===== src/rtl/hazard_controller_pkg.sv =====
// Shared pipeline-control types: hazard FSM states and ALU operand forward-select codes.
// Imported by the hazard controller and its forwarding sub-module.
package ControlTypeDefs;

    typedef enum logic [1:0] {
        RUN             = 2'd0,
        MEM_WAIT        = 2'd1,
        TIMEOUT_RECOVER = 2'd2
    } HazardState;

    typedef logic [1:0] fwd_sel_t;

    localparam fwd_sel_t FWD_REG = 2'b00;
    localparam fwd_sel_t FWD_WB  = 2'b01;
    localparam fwd_sel_t FWD_MEM = 2'b10;

endpackage


===== src/rtl/hazard_controller_if.sv =====
// Pipeline register addresses/enables in, stage stall/flush/forward controls out.
// Purely combinational bundle; the controller only observes and never backpressures its inputs.
interface hazard_controller_if #(
    parameter int STALL_CNT_W = 16
);
    logic [4:0]             iRs1D;
    logic [4:0]             iRs2D;
    logic [4:0]             iRs1E;
    logic [4:0]             iRs2E;
    logic [4:0]             iRdE;
    logic                   iResultSrcE;
    logic [4:0]             iRdM;
    logic                   iRegWriteM;
    logic [4:0]             iRdW;
    logic                   iRegWriteW;
    logic                   iPCSrcE;
    logic                   iMemReq;
    logic                   iMemAck;
    logic                   oStallF;
    logic                   oStallD;
    logic                   oStallE;
    logic                   oStallM;
    logic                   oFlushD;
    logic                   oFlushE;
    logic [1:0]             oForwardAE;
    logic [1:0]             oForwardBE;
    logic                   oMemTimeout;
    logic [STALL_CNT_W-1:0] oStallCycles;

    modport master (
        output iRs1D, iRs2D, iRs1E, iRs2E, iRdE, iResultSrcE,
               iRdM, iRegWriteM, iRdW, iRegWriteW, iPCSrcE, iMemReq, iMemAck,
        input  oStallF, oStallD, oStallE, oStallM, oFlushD, oFlushE,
               oForwardAE, oForwardBE, oMemTimeout, oStallCycles
    );

    modport slave (
        input  iRs1D, iRs2D, iRs1E, iRs2E, iRdE, iResultSrcE,
               iRdM, iRegWriteM, iRdW, iRegWriteW, iPCSrcE, iMemReq, iMemAck,
        output oStallF, oStallD, oStallE, oStallM, oFlushD, oFlushE,
               oForwardAE, oForwardBE, oMemTimeout, oStallCycles
    );

endinterface


===== src/rtl/hazard_controller_forward_select.sv =====
// ALU operand bypass select for one execute-stage source register; memory stage wins over writeback.
// Zero latency, pure combinational; x0 is never bypassed since it always reads as zero.
module forward_select
    import ControlTypeDefs::*;
(
    input  logic [4:0] rs,
    input  logic [4:0] rd_mem,
    input  logic       wr_mem,
    input  logic [4:0] rd_wb,
    input  logic       wr_wb,
    output fwd_sel_t   sel
);

    always_comb begin
        sel = FWD_REG;
        if (wr_mem && (rd_mem != 5'd0) && (rd_mem == rs)) begin
            sel = FWD_MEM;
        end else if (wr_wb && (rd_wb != 5'd0) && (rd_wb == rs)) begin
            sel = FWD_WB;
        end
    end

endmodule


===== src/rtl/hazard_controller.sv =====
// Pipeline hazard unit: forwarding, load-use stall, data-memory wait with timeout, branch flush.
// Controls are combinational in the current cycle; a memory stall freezes F/D/E/M and defers branch flushes.
module hazard_controller
    import ControlTypeDefs::*;
#(
    parameter int TIMEOUT_CYCLES = 256,
    parameter int STALL_CNT_W    = 16
) (
    input  logic             iClk,
    input  logic             iRstN,
    hazard_controller_if.slave hz
);

    localparam int                WAIT_W    = (TIMEOUT_CYCLES > 256) ? $clog2(TIMEOUT_CYCLES) : 8;
    localparam logic [WAIT_W-1:0] WAIT_LAST = WAIT_W'(TIMEOUT_CYCLES - 1);

    HazardState             state;
    HazardState             state_nxt;
    logic [WAIT_W-1:0]      wait_cnt;
    logic [WAIT_W-1:0]      wait_cnt_nxt;
    logic                   pend_flush;
    logic                   pend_flush_nxt;
    logic                   timeout_q;
    logic                   timeout_nxt;
    logic [STALL_CNT_W-1:0] stall_cnt;

    logic                   mem_stall;
    logic                   load_use;
    logic                   flush;
    logic                   stall_fd;
    logic                   flush_e;
    fwd_sel_t               fwd_a;
    fwd_sel_t               fwd_b;

    forward_select u_fwd_a (
        .rs     (hz.iRs1E),
        .rd_mem (hz.iRdM),
        .wr_mem (hz.iRegWriteM),
        .rd_wb  (hz.iRdW),
        .wr_wb  (hz.iRegWriteW),
        .sel    (fwd_a)
    );

    forward_select u_fwd_b (
        .rs     (hz.iRs2E),
        .rd_mem (hz.iRdM),
        .wr_mem (hz.iRegWriteM),
        .rd_wb  (hz.iRdW),
        .wr_wb  (hz.iRegWriteW),
        .sel    (fwd_b)
    );

    always_ff @(posedge iClk or negedge iRstN) begin
        if (!iRstN) begin
            state      <= RUN;
            wait_cnt   <= '0;
            pend_flush <= 1'b0;
            timeout_q  <= 1'b0;
        end else begin
            state      <= state_nxt;
            wait_cnt   <= wait_cnt_nxt;
            pend_flush <= pend_flush_nxt;
            timeout_q  <= timeout_nxt;
        end
    end

    always_comb begin
        state_nxt      = state;
        wait_cnt_nxt   = wait_cnt;
        pend_flush_nxt = pend_flush;
        timeout_nxt    = timeout_q;
        mem_stall      = 1'b0;
        flush          = 1'b0;

        load_use = (state == RUN) && hz.iResultSrcE && (hz.iRdE != 5'd0) &&
                   ((hz.iRdE == hz.iRs1D) || (hz.iRdE == hz.iRs2D));

        case (state)
            RUN: begin
                if (hz.iMemReq && !hz.iMemAck) begin
                    mem_stall    = 1'b1;
                    state_nxt    = MEM_WAIT;
                    wait_cnt_nxt = '0;
                end
            end
            MEM_WAIT: begin
                // The ack cycle itself is released so the completing access advances.
                if (hz.iMemAck) begin
                    state_nxt      = RUN;
                    flush          = pend_flush;
                    pend_flush_nxt = 1'b0;
                end else begin
                    mem_stall = 1'b1;
                    if (wait_cnt == WAIT_LAST) begin
                        state_nxt   = TIMEOUT_RECOVER;
                        timeout_nxt = 1'b1;
                    end else begin
                        wait_cnt_nxt = wait_cnt + 1'b1;
                    end
                end
            end
            TIMEOUT_RECOVER: begin
                flush     = 1'b1;
                state_nxt = RUN;
            end
            default: begin
                state_nxt = RUN;
            end
        endcase

        // A redirect seen while frozen is remembered and replayed when the wait ends.
        if (hz.iPCSrcE) begin
            if (mem_stall) begin
                pend_flush_nxt = 1'b1;
            end else begin
                flush = 1'b1;
            end
        end

        // Recovery flushes unconditionally, so a remembered redirect is redundant.
        if (state_nxt == TIMEOUT_RECOVER) begin
            pend_flush_nxt = 1'b0;
        end

        stall_fd = mem_stall || (load_use && !flush);
        flush_e  = !mem_stall && (flush || load_use);
    end

    always_ff @(posedge iClk or negedge iRstN) begin
        if (!iRstN) begin
            stall_cnt <= '0;
        end else if (stall_fd && (stall_cnt != '1)) begin
            stall_cnt <= stall_cnt + 1'b1;
        end
    end

    // Combinational controls are held quiet while reset is asserted.
    assign hz.oStallF      = iRstN && stall_fd;
    assign hz.oStallD      = iRstN && stall_fd;
    assign hz.oStallE      = iRstN && mem_stall;
    assign hz.oStallM      = iRstN && mem_stall;
    assign hz.oFlushD      = iRstN && flush;
    assign hz.oFlushE      = iRstN && flush_e;
    assign hz.oForwardAE   = iRstN ? fwd_a : FWD_REG;
    assign hz.oForwardBE   = iRstN ? fwd_b : FWD_REG;
    assign hz.oMemTimeout  = timeout_q;
    assign hz.oStallCycles = stall_cnt;

endmodule


===== src/flat_wrapper.sv =====
// flat-port wrapper written by rule: the top's interface ports become plain ports
module hazard_controller_flat import ControlTypeDefs::*;
#(
    parameter int TIMEOUT_CYCLES = 256,
    parameter int STALL_CNT_W    = 16
)
  (iClk, iRstN, hz_iRs1D, hz_iRs2D, hz_iRs1E, hz_iRs2E, hz_iRdE, hz_iResultSrcE, hz_iRdM, hz_iRegWriteM, hz_iRdW, hz_iRegWriteW, hz_iPCSrcE, hz_iMemReq, hz_iMemAck, hz_oStallF, hz_oStallD, hz_oStallE, hz_oStallM, hz_oFlushD, hz_oFlushE, hz_oForwardAE, hz_oForwardBE, hz_oMemTimeout, hz_oStallCycles);
  hazard_controller_if #(.STALL_CNT_W(STALL_CNT_W)) hz_i ();
  input  logic iClk;
  input  logic iRstN;
  input wire logic [$bits(hz_i.iRs1D)-1:0] hz_iRs1D;
  input wire logic [$bits(hz_i.iRs2D)-1:0] hz_iRs2D;
  input wire logic [$bits(hz_i.iRs1E)-1:0] hz_iRs1E;
  input wire logic [$bits(hz_i.iRs2E)-1:0] hz_iRs2E;
  input wire logic [$bits(hz_i.iRdE)-1:0] hz_iRdE;
  input wire logic [$bits(hz_i.iResultSrcE)-1:0] hz_iResultSrcE;
  input wire logic [$bits(hz_i.iRdM)-1:0] hz_iRdM;
  input wire logic [$bits(hz_i.iRegWriteM)-1:0] hz_iRegWriteM;
  input wire logic [$bits(hz_i.iRdW)-1:0] hz_iRdW;
  input wire logic [$bits(hz_i.iRegWriteW)-1:0] hz_iRegWriteW;
  input wire logic [$bits(hz_i.iPCSrcE)-1:0] hz_iPCSrcE;
  input wire logic [$bits(hz_i.iMemReq)-1:0] hz_iMemReq;
  input wire logic [$bits(hz_i.iMemAck)-1:0] hz_iMemAck;
  output wire logic [$bits(hz_i.oStallF)-1:0] hz_oStallF;
  output wire logic [$bits(hz_i.oStallD)-1:0] hz_oStallD;
  output wire logic [$bits(hz_i.oStallE)-1:0] hz_oStallE;
  output wire logic [$bits(hz_i.oStallM)-1:0] hz_oStallM;
  output wire logic [$bits(hz_i.oFlushD)-1:0] hz_oFlushD;
  output wire logic [$bits(hz_i.oFlushE)-1:0] hz_oFlushE;
  output wire logic [$bits(hz_i.oForwardAE)-1:0] hz_oForwardAE;
  output wire logic [$bits(hz_i.oForwardBE)-1:0] hz_oForwardBE;
  output wire logic [$bits(hz_i.oMemTimeout)-1:0] hz_oMemTimeout;
  output wire logic [$bits(hz_i.oStallCycles)-1:0] hz_oStallCycles;
  assign hz_i.iRs1D = hz_iRs1D;
  assign hz_i.iRs2D = hz_iRs2D;
  assign hz_i.iRs1E = hz_iRs1E;
  assign hz_i.iRs2E = hz_iRs2E;
  assign hz_i.iRdE = hz_iRdE;
  assign hz_i.iResultSrcE = hz_iResultSrcE;
  assign hz_i.iRdM = hz_iRdM;
  assign hz_i.iRegWriteM = hz_iRegWriteM;
  assign hz_i.iRdW = hz_iRdW;
  assign hz_i.iRegWriteW = hz_iRegWriteW;
  assign hz_i.iPCSrcE = hz_iPCSrcE;
  assign hz_i.iMemReq = hz_iMemReq;
  assign hz_i.iMemAck = hz_iMemAck;
  assign hz_oStallF = hz_i.oStallF;
  assign hz_oStallD = hz_i.oStallD;
  assign hz_oStallE = hz_i.oStallE;
  assign hz_oStallM = hz_i.oStallM;
  assign hz_oFlushD = hz_i.oFlushD;
  assign hz_oFlushE = hz_i.oFlushE;
  assign hz_oForwardAE = hz_i.oForwardAE;
  assign hz_oForwardBE = hz_i.oForwardBE;
  assign hz_oMemTimeout = hz_i.oMemTimeout;
  assign hz_oStallCycles = hz_i.oStallCycles;
  hazard_controller #(.TIMEOUT_CYCLES(TIMEOUT_CYCLES), .STALL_CNT_W(STALL_CNT_W)) u_core (.iClk(iClk), .iRstN(iRstN), .hz(hz_i));
endmodule

===== config.mk =====
export PLATFORM = sky130hd
export DESIGN_NAME = hazard_controller_flat
export DESIGN_NICKNAME = d
export VERILOG_FILES = /design/src/rtl/hazard_controller_pkg.sv /design/src/rtl/hazard_controller_if.sv /design/src/rtl/hazard_controller_forward_select.sv /design/src/rtl/hazard_controller.sv /design/src/flat_wrapper.sv
export SDC_FILE = /design/constraint.sdc
export NUM_CORES = 1
export LEC_CHECK = 0
export CELL_PAD_IN_SITES_DETAIL_PLACEMENT = 1
export CELL_PAD_IN_SITES_GLOBAL_PLACEMENT = 1
export CORE_ASPECT_RATIO = 0.8
export CORE_MARGIN = 5
export CORE_UTILIZATION = 35
export CTS_BUF_LIST = sky130_fd_sc_hd__clkbuf_4
export CTS_CLUSTER_SIZE = 10
export DETAILED_ROUTE_END_ITERATION = 12
export PLACE_DENSITY = 0.94
export RECOVER_POWER = 50
export SLEW_MARGIN = 20
export SYNTH_ARGS = -nofsm -noshare
export SYNTH_HDL_FRONTEND = slang
export SYNTH_SLANG_ARGS = --single-unit

===== constraint.sdc =====
create_clock -name iClk -period 3.08 [get_ports iClk]
set_input_delay 0.462 -clock iClk [delete_from_list [all_inputs] [get_ports iClk]]
set_output_delay 0.462 -clock iClk [all_outputs]
set_load 0.02 [all_outputs]

==> impl_metrics.yaml <==
place:
  hpwl_mm: 4.90
  port_buffers: 69
  dp_cells: 367
  place_congestion: 0.860
route:
  ant_nets: 0
  routed.top_layer: "met4"
  vias_per_cell: 5.02
  wl_met1_mm: 2.62
  wl_met3_um: 255
  routed-wl-met2_mm: 3.10
  num_vias: 1862
  wirelength_mm: 6.05
  drc: 0
  drtIter0Drc: 68
  drt-wirelength-per-cell_um: 16.3
  drt_first_pass_iters: 4
pwr:
  ir_drop_mv: 0.198
  powerDensity_nw_per_um2: 502
  p_leak_nw: 1.22
  total_power_mw: 1.45
worst_setup_path:
  crit_required_ps: 2620
  critical_path_buf_inv_count: 3
  crit_path_start_kind: "input port"
  crit_top_cell: "clkdlybuf4s50_1"
  critPathKind: "input port to primary output"
  crit_path_max_fanout: 2
  critPathSlowestCell: "clkdlybuf4s50_1"
  end_kind: "primary output"
  path_cells: "clkdlybuf4s50_1, buf_4, xnor2_1, nand3_1, nor4_2, and2_1, clkdlybuf4s50_1"
  crit_arrival_ps: 2450
  slowest_delay_ps: 600
  cp_top_family: "buffers and inverters"
timing:
  maxSlewViolCount: 0
  timing.slew.headroom_pct: 51.1
  tightestPinTransition_ps: 729
  rsz0062_at_grt: "false"
  max_freq_mhz: 343
  finalSetupViolations: 0
  period_minus_slack_ps: 2910
  hold_viol: 0
  skew_ps: 9.54
  period_share_pct: 94.6
run_status:
  status: "completed"
synth:
  post_synth_num_cell_types: 41
  synth-seq-area-share_pct: 35.5
  syn-instance-count: 211
  synth.most_common_cell: "xor2_1"
  synth_top_area_share_pct: 35.5
  synthFlopType: "dfrtp_1"
  async_reset_ff_share_pct: 100
  synth_nets: 260
  synth_edf_count: 0
  yosysWarningCount: 0
  ys_top_cells_by_count: "xor2_1, dfrtp_1, nor2_1"
  yosys.area.top_type: "dfrtp_1"
  syn_area_sq_um: 1970
  syn_area_per_cell_sq_um: 9.35
  synthTopCellsByArea: "dfrtp_1, xor2_1, xnor2_1"
  ys_seq_elements: 28
cells_and_area:
  instances_no_fill: 371
  drive_gt1_share_pct: 10.9
  diodes: 0
  n_fill_cell: 661
  area_delta_synth_final_pct: 46.2
  layout.nets: 343
floorplan:
  core_sq_um: 5470
  core.rowCount: 24
  die_area_sq_um: 7250
  start_util_pct: 36.1
  ioPinCount: 70
  die_width_um: 93.9
  die_h_um: 77.2
clock_network:
  cts-buffers-inserted: 3
  cts_hold_buf: 0
  worstSkewPairLatency_ps: 340
  ctsResizeCount: 7
  clk_pin_slew_ps: 150
  htree_levels: 1
  cts_tree: "done"
  root_buffer: "clkbuf_4"
  cts_num_sinks: 28
  cts_buffer_depth: 2
  postCtsSetupBuffers: 0
global_routing:
  gr-usage-all-layers_pct: 16.5
  grt_overflow: 0
  grt_pass1_vias: 2079
  grt_pass1_wl_mm: 9.80
  grt_max_degree: 33
  antenna_found_initial: 0
flow_run:
  cap_viol_max_count: 0
min_path:
  hp-class: "flip-flop to flip-flop"
[state kept, by name, indices dropped and copies added (netlist names)]
signal and flops:
u_core.pend_flush 1, u_core.hz.oStallCycles 16, u_core.wait_cnt 8, u_core.state 2, u_core.hz.oMemTimeout 1
[per-layer routing]
layer	global-route usage, %	vias up
met5	0	-
li1	-	900
met3	3.13	8
met2	29.3	44
met4	3.17	0
met1	20.8	910
[metrics by stage]
| step | instance area (sq um) | utilization (%) | setup slack (ps) | setup TNS, ps | hold slack, ps |
|---|---|---|---|---|---|
| after floorplan | 1970 | - | 512 | 0 | 166 |
| after global placement | 2820 | 51.6 | -25.3 | -25.3 | 446 |
| after detailed placement | 2820 | 51.6 | -29.6 | -29.6 | 456 |
| after CTS | 2880 | 52.6 | 40.1 | 0 | 493 |
| after global routing | 2890 | 52.8 | 25.1 | 0 | 514 |
| final | 2890 | 52.8 | 168 | 0 | 482 |
[path summary, 6_finish.rpt]
path                                                        start                                    end  slack (ps)  cells after the start
worst min register to register  u_core.hz.oMemTimeout$_DFFE_PN0P_      u_core.hz.oMemTimeout$_DFFE_PN0P_         480                      1
worst min-delay path            u_core.hz.oMemTimeout$_DFFE_PN0P_      u_core.hz.oMemTimeout$_DFFE_PN0P_         480                      1
max in group asynchronous                                   iRstN      u_core.hz.oMemTimeout$_DFFE_PN0P_        2140                      2
worst max register to register          u_core.state[1]$_DFF_PN0_  u_core.hz.oStallCycles[6]$_DFFE_PN0P_         760                      9
worst max-delay path                                   hz_iRdM[4]                       hz_oForwardBE[1]         170                      7
min in group asynchronous                                   iRstN         u_core.wait_cnt[6]$_DFFE_PN0P_         630                      2
[logic make-up after synthesis]
| kind of cell | synth area share, % |
|---|---|
| compound gates | 7.17 |
| xor+xnor | 22.2 |
| fa+ha+maj | 3.80 |
| buf+inv | 3.23 |
| flops | 35.5 |
| mux | 2.22 |
| simple gates | 25.9 |
[cell type report]
class                      count  area [sq um]  share of cell area, %
clock buffer                   3          22.5                  0.781
sequential                    28           701                   24.3
clock inverter                 1          30.0                   1.04
tap                           78          97.6                   3.38
inverter                       7          26.3                  0.911
timing repair buffer          82           786                   27.2
multi-input combinational    172          1220                   42.4
[cell usage in the layout (no fill, tap or decap), types with 2 or more instances in the layout]
cell type	Yosys	layout
clkdlybuf4s50_1	0	55
a21oi_1	6	6
ha_1	6	3
nor2b_1	3	3
ha_2	0	3
nor4_2	2	3
mux2_2	2	2
inv_1	7	7
nor2_1	19	19
nand3_1	15	15
and2_1	2	2
nand2_1	12	12
buf_4	2	13
and3_1	4	4
nor4_1	3	2
or4_1	4	4
dlygate4sd3_1	0	9
o21ai_0	3	2
nor3_1	10	10
and4_1	2	2
dfrtp_1	28	28
xor2_1	35	35
xnor2_1	15	15
nand4_1	7	7
a21o_1	2	2
o211ai_1	2	2
dlygate4sd2_1	0	4
nor4b_2	2	2
clkbuf_4	0	3
[worst reg2reg max path: stages, from the launching register on]
cell and delay, ps:
dfrtp_1 410, inv_1 90, ha_2 240, a31oi_2 170, nor2b_1 80, or3_4 370, o21a_1 190, buf_4 180
nor4b_2 330, xor2_1 190
[report_power, final]
group	switching (mW)	internal (mW)	leakage, nW
registers	0.0947	0.444	0.362
clock network	0.117	0.132	0.0279
logic	0.342	0.319	0.832
total	0.553	0.895	1.22
No activity file was read; power rests on OpenSTA's default activity.
